File: src/rtl/correlator_accumulator.sv
// Integrate-and-dump correlator: code wipe-off, saturating accumulate, dump on strobe.
// Latency: dump_en in cycle N -> dump_valid and new outputs in cycle N+1.
// Backpressure: none; accepts one sample per cycle, and the dump outputs hold until the next dump.
module correlator_accumulator #(
  parameter int ACC_W = 16,
  parameter int CNT_W = 14
) (
  input  logic             clk,
  input  logic             rst,
  input  logic             sample_en,
  input  logic             mix_sign,
  input  logic [2:0]       mix_mag,
  input  logic             code_chip,
  input  logic             dump_en,
  output logic [ACC_W-1:0] accum_out,
  output logic [CNT_W-1:0] count_out,
  output logic             sat_out,
  output logic             dump_valid
);

  localparam logic [CNT_W-1:0] CNT_ONE = {{(CNT_W-1){1'b0}}, 1'b1};
  localparam logic [ACC_W-1:0] ACC_MAX = {1'b0, {(ACC_W-1){1'b1}}};
  localparam logic [ACC_W-1:0] ACC_MIN = {1'b1, {(ACC_W-1){1'b0}}};

  logic [ACC_W-1:0] acc_q, acc_d;
  logic [CNT_W-1:0] cnt_q, cnt_d;
  logic             sat_q, sat_d;
  logic [ACC_W-1:0] accum_out_q, accum_out_d;
  logic [CNT_W-1:0] count_out_q, count_out_d;
  logic             sat_out_q, sat_out_d;
  logic             dump_valid_q, dump_valid_d;

  logic             positive;
  logic [ACC_W:0]   mag_ext;
  logic [ACC_W:0]   term;
  logic [ACC_W:0]   sum;
  logic [ACC_W-1:0] acc_step, acc_fin;
  logic [CNT_W-1:0] cnt_step, cnt_fin;
  logic             sat_step, sat_fin;

  // Wipe-off, one-bit-headroom add with clamp, and interval/dump next-state.
  always_comb begin
    positive = ~(mix_sign ^ code_chip);
    mag_ext  = {{(ACC_W-2){1'b0}}, mix_mag};
    term     = positive ? mag_ext : -mag_ext;
    sum      = {acc_q[ACC_W-1], acc_q} + term;

    // acc and |term| <= 7 always fit in ACC_W+1 bits, so overflow of the
    // ACC_W-bit range shows up as the top two sum bits disagreeing.
    acc_step = sum[ACC_W-1:0];
    sat_step = sat_q;
    if (sum[ACC_W] != sum[ACC_W-1]) begin
      sat_step = 1'b1;
      acc_step = sum[ACC_W] ? ACC_MIN : ACC_MAX;
    end
    cnt_step = (&cnt_q) ? cnt_q : cnt_q + CNT_ONE;

    // A sample coincident with dump_en belongs to the interval being closed.
    acc_fin = sample_en ? acc_step : acc_q;
    cnt_fin = sample_en ? cnt_step : cnt_q;
    sat_fin = sample_en ? sat_step : sat_q;

    acc_d        = acc_fin;
    cnt_d        = cnt_fin;
    sat_d        = sat_fin;
    accum_out_d  = accum_out_q;
    count_out_d  = count_out_q;
    sat_out_d    = sat_out_q;
    dump_valid_d = 1'b0;

    if (dump_en) begin
      acc_d        = '0;
      cnt_d        = '0;
      sat_d        = 1'b0;
      accum_out_d  = acc_fin;
      count_out_d  = cnt_fin;
      sat_out_d    = sat_fin;
      dump_valid_d = 1'b1;
    end
  end

  // State and output registers; reset discards any interval or dump in flight.
  always_ff @(posedge clk) begin
    if (rst) begin
      acc_q        <= '0;
      cnt_q        <= '0;
      sat_q        <= 1'b0;
      accum_out_q  <= '0;
      count_out_q  <= '0;
      sat_out_q    <= 1'b0;
      dump_valid_q <= 1'b0;
    end else begin
      acc_q        <= acc_d;
      cnt_q        <= cnt_d;
      sat_q        <= sat_d;
      accum_out_q  <= accum_out_d;
      count_out_q  <= count_out_d;
      sat_out_q    <= sat_out_d;
      dump_valid_q <= dump_valid_d;
    end
  end

  assign accum_out  = accum_out_q;
  assign count_out  = count_out_q;
  assign sat_out    = sat_out_q;
  assign dump_valid = dump_valid_q;

endmodule

File: config.mk
export PLATFORM = sky130hd
export DESIGN_NAME = correlator_accumulator
export DESIGN_NICKNAME = d
export VERILOG_FILES = /design/src/rtl/correlator_accumulator.sv
export SDC_FILE = /design/constraint.sdc
export NUM_CORES = 1
export LEC_CHECK = 0
export CAP_MARGIN = 20
export CORE_ASPECT_RATIO = 0.8
export CORE_MARGIN = 2
export CORE_UTILIZATION = 35
export DETAILED_ROUTE_END_ITERATION = 10
export MAX_ROUTING_LAYER = met4
export PLACE_DENSITY_LB_ADDON = 0.3
export SLEW_MARGIN = 30
export SYNTH_ARGS = -nofsm -noshare
export SYNTH_HDL_FRONTEND = slang
export SYNTH_SLANG_ARGS = --single-unit
export TNS_END_PERCENT = 100
File: constraint.sdc
create_clock -name clk -period 11.1 [get_ports clk]
set_input_delay 1.665 -clock clk [delete_from_list [all_inputs] [get_ports clk]]
set_output_delay 1.665 -clock clk [all_outputs]
set_load 0.03 [all_outputs]
==> flow_summary.yaml <==
outcome:
  status: "finished, final reports clean"
logic_synthesis:
  netlist_instances: 473
  async_flop_share: 0
  yosysTopAreaCell: "dfxtp_1"
  synth-seq-cells: 63
  synth_top_area_share: 0.335
  yosys_most_used_dff: "dfxtp_1"
  synth_edf_count: 0
  yosys_warnings: 0
  avgSynthCellArea_um2: 7.95
  syn_area_mm2: 0.00376
  synth.area.top_cells: "dfxtp_1, nor2_1, ha_1"
  syn-num-nets: 496
  ys_types: 71
  yosysSeqAreaShare: 0.335
worst_setup_path:
  cp.required_ns: 11.32
  start_kind: "input port"
  r2r_slack_ns: 7.27
  regToRegEndpoint: "accum_out[11]"
  crit_fanout: 15
  critPathKind: "input port to flip-flop"
  r2r-start: "acc_q[0]"
  reg2regPathDepth: 10
  worstPathArrival_ns: 6.18
  crit_path_end_kind: "flip-flop"
power:
  powerDensity_mw_per_mm2: 154
  power_frac_seq: 0.360
  ir_worst_vdd_v: 0.0000996
  internal_power_mw: 0.482
  switching_share: 0.309
  p_switching_mw: 0.216
  pwr-share-clk: 0.393
  leakage_nw: 1.61
  p_comb_frac: 0.247
cts:
  clock_latency_ns: 0.33
  root_buffer: "clkbuf_16"
  cts.sinks: 63
  numCtsBuffers: 9
  post_cts_resized: 0
  cts_setup_buffers: 0
  cts.path.max_buffers: 2
  clkTransAtPathRegs_ns: 0.05
  cts_tree: "done"
  holdBufCountCts: 0
  h-tree-depth: 3
global_route:
  grt_antenna_before_repair: 0
  grt_overflow: 0
  grtUsageTotal: 0.185
  grt_pass1_vias: 3300
  grt_max_degree: 44
  grt_pass1_wl_mm: 16.9
routing:
  drt_wl_total_mm: 10.3
  drc: 0
  drtIter0Drc: 334
  drt_pass1_iterations: 4
  num_vias: 3548
  avgViaCountPerCell: 5.54
  drt.antenna.violating_nets: 0
  avgRoutedWirePerCell_um: 16.1
timing:
  finalSetupViolCount: 0
  tightest_slew_ns: 0.876
  period_share: 0.537
  post-route-min-period_ns: 5.96
  finalHoldViolations: 0
  setup_tns_ns: 0
  fmax_mhz: 168
  clock_skew_ns: 0.00717
  timing.final.ws_setup_ns: 5.14
  holdWs_ns: 0.454
  maxSlewViolCount: 0
  relSlewSlack: 0.414
  rsz0062_at_grt: "false"
cells_and_area:
  layout-drive-gt1-share: 0.0620
  diodes: 0
  mostFrequentLayoutCell: "nor2_1"
  area_growth_pct: 20.3
  final_cell_mix: "nor2_1, dfxtp_1, nand2_1"
  fin_nets: 518
  final_area_mm2: 0.00452
  final_cells: 640
placed_design:
  port_buffers: 40
  hpwl_mm: 7.52
  numPlacedInstances: 624
  dpl_cell_area_mm2: 0.00423
  gp_congestion: 0.906
  dp_slack_ns: 4.91
floorplanning:
  start_util: 0.363
  io_pins: 41
  row_count: 33
  die_y_um: 96.7
  core_area_mm2: 0.0104
  dieArea_mm2: 0.0116
  die_width_um: 120
min_path:
  holdPathEnd: "sat_q"
  hold_depth: 2
  min_from: "sat_q"
  min_path_type: "flip-flop to flip-flop"
job:
  maxCapViolCount: 0
[per-stage QoR]
stage	power [mW]	utilization
global route	0.729	0.436
CTS	0.699	0.436
global placement	0.423	0.408
detailed placement	0.426	0.408
finish	0.697	0.436
floorplan	0.377	-
[synth_stat cells, drive strengths merged (4+ instances only)]
master,count
inv,13
o41ai,5
o211ai,12
clkbuf,25
nand3,11
a31oi,10
a211oi,21
nand4,7
a311oi,7
nor2b,7
o31ai,6
xor2,12
a21oi,25
buf,7
o21ai,28
ha,13
o311ai,4
nand2b,4
nand2,41
nor2,69
xnor2,6
nor3,10
or2,4
dfxtp,63
[cell families (layout without fill, tap and decap cells)]
| kind of cell | Yosys count | in the layout | synth area share |
|---|---|---|---|
| muxes | 3 | 3 | 0.00832 |
| DFF | 63 | 63 | 0.335 |
| AOI/OAI and AO/OA | 154 | 154 | 0.296 |
| buffers and inverters | 46 | 73 | 0.0479 |
| adders and majority gates | 16 | 16 | 0.0539 |
| xor gates and xnor gates | 18 | 18 | 0.0439 |
| and+or+nand+nor | 173 | 173 | 0.215 |
[critical path, stage by stage]
cell             delay [ns]
clkdlybuf4s50_1        0.47
xnor2_2                0.28
a31oi_1                0.65
ha_1                   0.43
a21oi_1                0.18
nor2_1                 0.08
o311ai_0               0.56
a21oi_1                0.26
a32o_1                 0.42
o211ai_2               0.64
o211ai_1               0.24
a311oi_1               0.31
[final cells by class]
| class | instances | area (µm²) |
|---|---|---|
| tap | 140 | 175 |
| inverter | 14 | 52.6 |
| multi-input combinational | 364 | 2320 |
| clock inverter | 4 | 45.0 |
| sequential | 63 | 1260 |
| clock buffer | 12 | 246 |
| timing repair buffer | 43 | 423 |
| fill | 1017 | 5840 |
[flip-flops by register name (all words and copies together), names as in the netlist]
register,cells
sat_out,1
sat_q,1
accum_out,16
cnt_q,14
count_out,14
dump_valid,1
acc_q,16
[power by group through the flow]
stage | clock network, mW | registers [mW] | logic (mW)
4_1_cts | 0.277 | 0.251 | 0.171
3_3_place_gp | 0 | 0.255 | 0.168
2_1_floorplan | 0 | 0.265 | 0.112
5_1_grt | 0.287 | 0.252 | 0.189
3_5_place_dp | 0 | 0.255 | 0.170
6_report | 0.274 | 0.251 | 0.172
[metal layers]
metal | track usage | share of wire | vias to the layer above
li1 | - | - | 1810
met1 | 0.270 | 0.51 | 1627
met2 | 0.256 | 0.43 | 102
met3 | 0.0389 | 0.053 | 9
met4 | 0.0489 | 0.0091 | 0
met5 | - | 0 | -
[worst max path at each step]
stage | cells past startpoint | endpoint | slack, ns | startpoint
floorplan | 13 | accum_out[4] | 6.21 | code_chip
global placement | 12 | accum_out[3] | 5.07 | code_chip
detailed placement | 12 | accum_out[12] | 4.91 | code_chip
CTS | 12 | accum_out[7] | 5.23 | code_chip
global route | 12 | accum_out[12] | 4.74 | code_chip
finish | 12 | accum_out[7] | 5.14 | code_chip
(Power assumes the default switching activity.)
